==> config.mk <==
export PLATFORM = sky130hd
export DESIGN_NAME = mem_access_unit
export DESIGN_NICKNAME = d
export VERILOG_FILES = /design/src/rtl/mau_pkg.sv /design/src/rtl/mau_load_align.sv /design/src/rtl/mem_access_unit.sv
export SDC_FILE = /design/constraint.sdc
export NUM_CORES = 1
export LEC_CHECK = 0
export BUFFER_PORTS_ARGS = -buffer_cell sky130_fd_sc_hd__buf_2
export CAP_MARGIN = 20
export CORE_MARGIN = 2
export CORE_UTILIZATION = 45
export DETAILED_ROUTE_END_ITERATION = 10
export PLACE_DENSITY = 0.71
export SLEW_MARGIN = 40
export SYNTH_ARGS = -nofsm -noshare
export SYNTH_HDL_FRONTEND = slang
export SYNTH_HIERARCHICAL = 1
export SYNTH_SLANG_ARGS = --single-unit
==> constraint.sdc <==
create_clock -name clk -period 3.1 [get_ports clk]
set_input_delay 0.155 -clock clk [delete_from_list [all_inputs] [get_ports clk]]
set_output_delay 0.155 -clock clk [all_outputs]
set_load 0.02 [all_outputs]
==> src/rtl/mau_pkg.sv <==
// Shared types and constants for the memory access unit: size encoding, FSM states,
// default data memory size and a size-to-byte-count helper.
package mau_pkg;

    localparam int unsigned MAU_MEM_BYTES = 1024;

    typedef enum logic [1:0] {
        SizeByte = 2'd0,
        SizeHalf = 2'd1,
        SizeWord = 2'd2,
        SizeRsvd = 2'd3
    } size_e;

    typedef enum logic [1:0] {
        StIdle   = 2'd0,
        StAccess = 2'd1,
        StSplit  = 2'd2,
        StResp   = 2'd3
    } state_e;

    // Reserved size maps to 4; such requests are rejected before any transfer.
    function automatic logic [2:0] size_nbytes(input logic [1:0] size);
        case (size_e'(size))
            SizeByte: return 3'd1;
            SizeHalf: return 3'd2;
            default:  return 3'd4;
        endcase
    endfunction

endpackage

==> src/rtl/mau_load_align.sv <==
// Combinational load path: merges returned memory data into the assembly word and
// extends the assembled value to 32 bits by size and signedness.
module mau_load_align
    import mau_pkg::*;
(
    input  logic [31:0] i_asm,
    input  logic [31:0] i_mem_rdata,
    input  logic        i_split,
    input  logic [1:0]  i_lane,
    input  logic [1:0]  i_size,
    input  logic        i_signed,
    output logic [31:0] o_asm_next,
    output logic [31:0] o_rdata
);

    always_comb begin
        o_asm_next = i_mem_rdata;
        if (i_split) begin
            // Split transfers return one byte right-justified; it lands in lane k.
            o_asm_next = i_asm;
            o_asm_next[{i_lane, 3'b000} +: 8] = i_mem_rdata[7:0];
        end
    end

    always_comb begin
        case (size_e'(i_size))
            SizeByte: o_rdata = {{24{i_signed & i_asm[7]}}, i_asm[7:0]};
            SizeHalf: o_rdata = {{16{i_signed & i_asm[15]}}, i_asm[15:0]};
            default:  o_rdata = i_asm;
        endcase
    end

endmodule

==> src/rtl/mem_access_unit.sv <==
// Load/store unit in front of a byte-addressed datamem: aligned requests take one
// access, misaligned ones are split into byte transfers, out-of-range ones are rejected.
module mem_access_unit
    import mau_pkg::*;
#(
    parameter int unsigned MEM_BYTES = MAU_MEM_BYTES
) (
    input  logic        clk,
    input  logic        reset,
    input  logic        req_valid,
    output logic        req_ready,
    input  logic        req_write,
    input  logic [31:0] req_addr,
    input  logic [1:0]  req_size,
    input  logic        req_signed,
    input  logic [31:0] req_wdata,
    output logic        rsp_valid,
    output logic [31:0] rsp_rdata,
    output logic        rsp_err,
    output logic [31:0] mem_address,
    output logic        mem_write_enable,
    output logic        mem_read_enable,
    output logic [31:0] mem_write_data,
    output logic [3:0]  mem_xfer_size,
    input  logic [31:0] mem_read_data
);

    state_e      r_state;
    state_e      w_state_next;
    logic        r_write;
    logic        r_signed;
    logic        r_err;
    logic [31:0] r_addr;
    logic [31:0] r_wdata;
    logic [31:0] r_asm;
    logic [1:0]  r_size;
    logic [1:0]  r_cnt;

    logic [2:0]  w_nbytes;
    logic [2:0]  w_r_nbytes;
    logic [32:0] w_end;
    logic        w_req_err;
    logic        w_req_misaligned;
    logic        w_accept;
    logic [7:0]  w_wbyte;
    logic [31:0] w_asm_next;
    logic [31:0] w_ext;

    assign w_nbytes   = size_nbytes(req_size);
    assign w_r_nbytes = size_nbytes(r_size);
    // 33-bit sum so an address near 2^32 cannot wrap back into range.
    assign w_end      = {1'b0, req_addr} + {30'd0, w_nbytes};
    assign w_req_err  = (size_e'(req_size) == SizeRsvd) || (w_end > 33'(MEM_BYTES));
    assign w_req_misaligned = (req_addr[1:0] & (w_nbytes[1:0] - 2'd1)) != 2'd0;

    assign req_ready = (r_state == StIdle);
    assign w_accept  = req_valid && req_ready;
    assign w_wbyte   = r_wdata[{r_cnt, 3'b000} +: 8];

    always_comb begin
        w_state_next = r_state;
        unique case (r_state)
            StIdle: begin
                if (req_valid) begin
                    if (w_req_err) begin
                        w_state_next = StResp;
                    end else if (w_req_misaligned) begin
                        w_state_next = StSplit;
                    end else begin
                        w_state_next = StAccess;
                    end
                end
            end
            StAccess: w_state_next = StResp;
            StSplit: begin
                if ({1'b0, r_cnt} == w_r_nbytes - 3'd1) begin
                    w_state_next = StResp;
                end
            end
            StResp:  w_state_next = StIdle;
            default: w_state_next = StIdle;
        endcase
    end

    // Enables are gated by reset so an aborting edge never completes a transfer.
    always_comb begin
        mem_address      = '0;
        mem_write_enable = 1'b0;
        mem_read_enable  = 1'b0;
        mem_write_data   = '0;
        mem_xfer_size    = 4'd4;
        if (!reset) begin
            case (r_state)
                StAccess: begin
                    mem_address      = r_addr;
                    mem_xfer_size    = {1'b0, w_r_nbytes};
                    mem_write_enable = r_write;
                    mem_read_enable  = !r_write;
                    mem_write_data   = r_wdata;
                end
                StSplit: begin
                    mem_address      = r_addr + {30'd0, r_cnt};
                    mem_xfer_size    = 4'd1;
                    mem_write_enable = r_write;
                    mem_read_enable  = !r_write;
                    mem_write_data   = {24'd0, w_wbyte};
                end
                default: ;
            endcase
        end
    end

    always_ff @(posedge clk) begin
        if (reset) begin
            r_state  <= StIdle;
            r_write  <= 1'b0;
            r_signed <= 1'b0;
            r_err    <= 1'b0;
            r_addr   <= '0;
            r_wdata  <= '0;
            r_asm    <= '0;
            r_size   <= '0;
            r_cnt    <= '0;
        end else begin
            r_state <= w_state_next;
            if (w_accept) begin
                r_write  <= req_write;
                r_signed <= req_signed;
                r_err    <= w_req_err;
                r_addr   <= req_addr;
                r_wdata  <= req_wdata;
                r_size   <= req_size;
                r_cnt    <= '0;
                r_asm    <= '0;
            end else begin
                if (r_state == StSplit) begin
                    r_cnt <= r_cnt + 2'd1;
                end
                if ((r_state == StAccess || r_state == StSplit) && !r_write) begin
                    r_asm <= w_asm_next;
                end
            end
        end
    end

    mau_load_align u_load_align (
        .i_asm       (r_asm),
        .i_mem_rdata (mem_read_data),
        .i_split     (r_state == StSplit),
        .i_lane      (r_cnt),
        .i_size      (r_size),
        .i_signed    (r_signed),
        .o_asm_next  (w_asm_next),
        .o_rdata     (w_ext)
    );

    assign rsp_valid = (r_state == StResp);
    assign rsp_err   = rsp_valid && r_err;
    assign rsp_rdata = (rsp_valid && !r_err && !r_write) ? w_ext : 32'd0;

endmodule
==> flow_summary.json, run 1 <==
{
  "highest_layer": "met5",
  "rows": 45,
  "synth_cell_type_count": 65,
  "ys_seq_area_share_pct": 30.3,
  "max_freq_ghz": 0.344,
  "setup_violations": 0,
  "max_slew_margin_pct": 55.8,
  "core_region_area_um2": 15100,
  "crit_family": "simple AND/OR/NAND/NOR gates",
  "async_flop_share_pct": 0,
  "place_congestion": 0.963,
  "routedWlPerCell_um": 17.9,
  "grt_max_degree": 44,
  "syn_area_per_cell_um2": 7.79,
  "cts_made_buffers": 9,
  "internal_power_uw": 3230,
  "drive_gt1_share_pct": 26.1,
  "wl_met2_um": 10100,
  "cpPeakStageDelay_ns": 0.42,
  "drtIter0Drc": 580,
  "dpl_worst_slack_ns": 0.309,
  "fin_ws_ns": 0.194,
  "crit_type": "flip-flop to output port",
  "grt_pass1_wl_um": 34600,
  "fillers": 1458,
  "worstReg2RegStart": "r_size[0]",
  "clock_latency_ns": 0.35,
  "tightestPinTransition_ns": 0.657,
  "peakVddDrop_v": 0.000343,
  "dr.pass1.iters": 7,
  "yosys_warnings": 6,
  "cp_cell_sequence": "ha_1 -> fa_1 -> nand4_1 -> nor4_4 -> and3_4 -> nand3_1 -> or4_1 -> o211ai_1 -> buf_2",
  "syn_inst": 892,
  "hold_start": "req_signed",
  "crit_start": "r_addr[0]",
  "ys_ff_latch": 105,
  "overflow": 0,
  "maxCapViolations": 0,
  "rsz0062_at_grt": "false",
  "synth_area_um2": 6950,
  "finalMaxSlewViolations": 0,
  "path_clk_slew_ns": 0.07,
  "cts_max_level": 3,
  "grt_usage_pct": 26.3,
  "pwr-share-seq_pct": 36.4,
  "dieArea_um2": 16400,
  "area_growth_pct": 21.1,
  "num-nets-final": 1177,
  "io_pins": 208,
  "wl_met3_um": 1870,
  "drc": 0,
  "cp_data_arrival_time_ns": 2.75,
  "synthFlopType": "dfxtp_1",
  "numClockSinks": 105,
  "finClkSkew_ns": 0.00887,
  "worstSetupStartpointType": "flip-flop",
  "finalNonFillerCells": 1250,
  "ant_nets": 0,
  "routed_wl_um": 22300,
  "regArea_um2": 2100,
  "synth_edf_count": 0,
  "worst-path-max-fanout": 7,
  "power_density_nw_per_um2": 657,
  "period_share_pct": 93.8,
  "setup_tns_ns": 0,
  "io_buffers": 206,
  "switching_share_pct": 41.5,
  "period_needed_ns": 2.91,
  "m1WireLength_um": 9860,
  "final_util_pct": 55.5,
  "dpl.hpwl_um": 16400,
  "multi_input_area_um2": 4490,
  "initial_core_util_pct": 45.9,
  "cts_max_path_buffers": 2,
  "cts_tree": "yes",
  "dp.cells": 1233,
  "status": "complete, no violations",
  "cp_slowest_cell": "or4_1",
  "cts_root_buffer": "clkbuf_16",
  "combPwrFrac_pct": 42.5,
  "hold_violations": 0,
  "grt_pass1_vias": 6536,
  "leakage_uw": 0.00401,
  "pwr-share-clk_pct": 21.1,
  "vias": 7390,
  "required_ns": 2.94,
  "r2r_slack_ns": 0.80,
  "hold_buffers": 0,
  "hold_path.class": "input pin to flip-flop",
  "syn_nets": 1013,
  "antenna_found_initial": 3,
  "vias_per_cell": 5.91,
  "power.switching_uw": 2300,
  "cp_num_buf_inv": 1,
  "fp.dieW_um": 128,
  "cp-end-kind": "output port",
  "die_height_um": 128
}
## power groups by stage
| stage | clock network [uW] | logic, uW | registers (uW) |
|---|---|---|---|
| floorplan | 0 | 1780 | 1910 |
| global placement | 0 | 2310 | 2020 |
| detailed placement | 0 | 2330 | 2030 |
| CTS | 1200 | 2340 | 2000 |
| global route | 1250 | 2600 | 2060 |
| finish | 1170 | 2350 | 2010 |
## cells by family (layout without fill, tap and decap cells)
group           after synthesis  in the layout  share of synthesized area (%)
compound gates              291            291                           28.3
xor+xnor                     10             10                           1.26
fa+ha+maj                    18             18                           3.46
buf+inv                      96            264                           6.01
flops                       105            105                           30.3
mux                          16             16                           3.75
other cells                   1              3                         0.0540
simple gates                355            355                           27.0
## what timing repair did
action | 4_1_cts | 5_1_grt
setup endpoints to repair | 1 | 4
buffers inserted | 0 | 0
pin swaps | 0 | 1
hold endpoints to repair | 0 | 0
resized for setup | 1 | 5
## per-stage QoR
step / total power [uW] / cell area [um^2] / hold WS [ns]
detailed placement: 4360 / 8070 / 0.366
floorplan: 3690 / 6950 / 0.281
finish: 5530 / 8410 / 0.0169
global placement: 4330 / 8070 / 0.364
global route: 5900 / 8410 / 0.00798
CTS: 5540 / 8380 / 0.00102
## worst paths after layout
kind / to / depth (start not counted)
setup reg to reg: r_state[0] / 8
hold / removal: r_signed / 2
hold reg to reg: r_asm[29] / 2
setup / recovery: mem_address[30] / 9
## cells in the final DEF (no fill, tap or decap), types with 3 or more instances in the layout
cell type,instances
a211o_1,4
a21o_1,24
a21o_2,4
a21oi_1,64
a22o_1,85
a31oi_1,15
and2_1,40
and3_1,27
and4_1,7
buf_2,206
buf_4,23
clkbuf_16,9
dfxtp_1,105
ha_1,15
inv_1,20
mux2i_1,8
mux4_2,8
nand2_1,125
nand2b_1,10
nand3_1,17
nand3b_1,5
nand4_1,25
nor2_1,41
nor2b_1,15
nor3_1,7
nor3_2,3
nor4_1,5
o21ai_0,66
o22ai_1,7
o31ai_1,8
or2_2,3
xnor2_1,3
xor2_1,7
## worst register-to-register path, delay by kind of cell, from the launching register on
family / cells / cell delay [ns]
compound gates: 5 / 0.87
fa+ha+maj: 1 / 0.24
flops: 1 / 0.65
simple gates: 2 / 0.42
## cells in the mapped netlist, drive strengths merged, types with 5 or more instances
master | number | area, um^2
ha | 16 | 200
dfxtp | 105 | 2100
a21oi | 65 | 325
o21ai | 67 | 335
o31ai | 8 | 60.1
a21o | 28 | 215
and3 | 28 | 175
nor2b | 16 | 100
mux2i | 8 | 80.1
nand2 | 125 | 469
nand3b | 5 | 37.5
nand3 | 18 | 95.1
inv | 20 | 75.1
nand2b | 10 | 62.6
nor2 | 42 | 158
nand4 | 26 | 169
nor4 | 7 | 43.8
mux4 | 8 | 180
and2 | 41 | 259
o22ai | 7 | 43.8
and4 | 7 | 61.3
nor3 | 10 | 55.1
buf | 26 | 155
xor2 | 7 | 61.3
a22o | 85 | 744
clkbuf | 50 | 188
a31oi | 15 | 93.8
## registers in the layout (all words and copies together), names as in the netlist
| register | count |
|---|---|
| r_asm | 32 |
| r_size | 2 |
| r_wdata | 32 |
| r_write | 1 |
| r_err | 1 |
| r_signed | 1 |
| r_addr | 32 |
| r_state | 2 |
| r_cnt | 2 |
## final cells by class
class	instances	area share (%)
multi-input cells	691	53.4
flip-flops and latches	105	25.0
repair buffers	229	14.3
clock buffers	13	3.09
well taps	188	2.80
inverters	20	0.892
clock inverters	2	0.446
diodes	2	0.0595
## routing by layer
metal / vias to the layer above / GRT usage, %
li1: 3586 / -
met1: 3422 / 35.5
met2: 337 / 41.7
met3: 43 / 5.47
met4: 2 / 9.37
met5: - / 0
No activity file was read; power rests on OpenSTA's default activity.
==> run 2, diff against run 1 <==
Settings changed: CTS_BUF_LIST from default to sky130_fd_sc_hd__clkbuf_8.
==> run 2 against run 1 <==
Compared with the run above: non-clock buffer count up 36; combinational power about the same; power is 4.5% lower; sequential power is essentially flat; flip-flop and latch count unchanged; clock skew rose by 0.0011 ns; worst setup slack improved by 0.0088 ns; global-route usage grew 0.52 points; critical endpoint unchanged.
==> flow_summary.json, run 2 (synthesis results as in run 1) <==
{
  "cts_max_path_buffers": 2,
  "period_needed_ns": 2.90,
  "finalMaxSlewViolations": 0,
  "fin_ws_ns": 0.202,
  "finalNonFillerCells": 1286,
  "setup_tns_ns": 0,
  "routed_wl_um": 22700,
  "worstSetupStartpointType": "flip-flop",
  "period_share_pct": 93.5,
  "cp-end-kind": "output port",
  "overflow": 0,
  "layout_commonest_cell": "buf_2",
  "finClkSkew_ns": 0.0100,
  "numClockSinks": 105,
  "max_slew_margin_pct": 56.7,
  "status": "complete, no violations",
  "hold_path.class": "input pin to flip-flop",
  "cts_max_level": 3,
  "vias": 7615,
  "vias_per_cell": 5.92,
  "drive_gt1_share_pct": 25.5,
  "io_pins": 208,
  "fp.dieW_um": 128,
  "dieArea_um2": 16400,
  "tightestPinTransition_ns": 0.650,
  "leakage_uw": 0.00413,
  "cp_cell_sequence": "ha_1 -> fa_1 -> nand4_1 -> nor4_4 -> and3_4 -> nand3_1 -> or4_1 -> o211ai_1 -> buf_2",
  "cts_made_buffers": 9,
  "num-nets-final": 1213,
  "reg_top3": "r_addr: 32 flops, r_asm: 32 flops, r_wdata: 32 flops",
  "final_util_pct": 57.2,
  "cp_data_arrival_time_ns": 2.74,
  "ant_nets": 0,
  "dpl.hpwl_um": 16400,
  "path_clk_slew_ns": 0.10,
  "power_density_nw_per_um2": 609,
  "routedWlPerCell_um": 17.7,
  "mostFrequentLayoutCells": "buf_2, nand2_1, dfxtp_1",
  "required_ns": 2.94,
  "grt_pass1_vias": 6794,
  "clock_latency_ns": 0.38,
  "core_region_area_um2": 15100,
  "initial_core_util_pct": 45.9,
  "dpl_worst_slack_ns": 0.309,
  "dp.cells": 1233,
  "antenna_found_initial": 3,
  "grt_max_degree": 44,
  "hold_violations": 0,
  "peakVddDrop_v": 0.000268,
  "io_buffers": 206,
  "die_height_um": 128,
  "fillers": 1401,
  "maxCapViolations": 0,
  "crit_type": "flip-flop to output port",
  "grt_pass1_wl_um": 35400,
  "cts_tree": "yes",
  "drc": 0,
  "drtIter0Drc": 682,
  "rsz0062_at_grt": "false",
  "rows": 45,
  "cts_root_buffer": "clkbuf_8",
  "max_freq_ghz": 0.345,
  "setup_violations": 0,
  "grt_usage_pct": 26.9,
  "worst-path-max-fanout": 7,
  "cp_slowest_cell": "or4_1",
  "dr.pass1.iters": 5,
  "place_congestion": 0.963,
  "cpPeakStageDelay_ns": 0.41,
  "area_growth_pct": 24.8
}
run 2: cell count changes in the layout (fill, tap and decap cells not counted):
cell and delta:
nor2_1 -1, dlygate4sd3_1 +35, nor2_2 +1, clkbuf_16 -9, inv_1 +2, clkbuf_1 -2, clkbuf_8 +9, buf_4 +1
run 2: layout make-up:
type / count / area, um^2 / share of cell area (%)
sequential: 105 / 2100 / 24.2
clock inverter: 4 / 45.0 / 0.519
multi-input combinational: 691 / 4500 / 51.8
tap: 188 / 235 / 2.71
clock buffer: 11 / 151 / 1.75
inverter: 20 / 75.1 / 0.866
antenna: 2 / 5.00 / 0.0577
timing repair buffer: 265 / 1560 / 18.0
run 2: per-layer routing:
layer,vias up,GRT usage (%),share of wire [%]
li1,3652,-,-
met2,357,42.9,45
met1,3552,35.6,43
met4,2,10.1,2.9
met5,-,0,0.031
met3,52,5.84,9.0
run 2: critical path: cells and delay by family, from the launching register on:
kind | cells | cell delay (ns)
AOI/OAI and AO/OA | 1 | 0.10
adders and majority gates | 2 | 0.44
buffers and inverters | 1 | 0.19
DFF | 1 | 0.38
and+or+nand+nor | 5 | 1.26
run 2: stage by stage:
stage | hold slack (ns) | instance area [um^2] | total power, uW
2_1_floorplan | 0.281 | 6950 | 3690
3_5_place_dp | 0.366 | 8070 | 4360
5_1_grt | 0.0230 | 8670 | 5650
3_3_place_gp | 0.364 | 8070 | 4330
6_report | 0.0321 | 8670 | 5280
4_1_cts | 0.0104 | 8630 | 5280
run 2: path summary, 6_finish.rpt:
| check | to | depth (start not counted) | start | slack (ns) |
|---|---|---|---|---|
| max | mem_address[30] | 9 | r_addr[0] | 0.20 |
| min | r_addr[0] | 2 | req_addr[0] | 0.03 |
| max reg2reg | r_state[0] | 8 | r_size[0] | 0.79 |
| min reg2reg | r_asm[8] | 2 | r_asm[8] | 0.48 |
run 2: power by group:
part	switching [uW]	internal, uW
logic	1470	915
clock network	478	409
registers	332	1680
run 2: timing repair:
item / 4_1_cts / 5_1_grt
setup endpoints to repair: 1 / 4
cloned: 0 / 0
resized for setup: 2 / 5
hold buffers: 35 / 0
pin swaps: 0 / 1
setup buffers: 0 / 1
endpoints found under the hold margin: 35 / 0
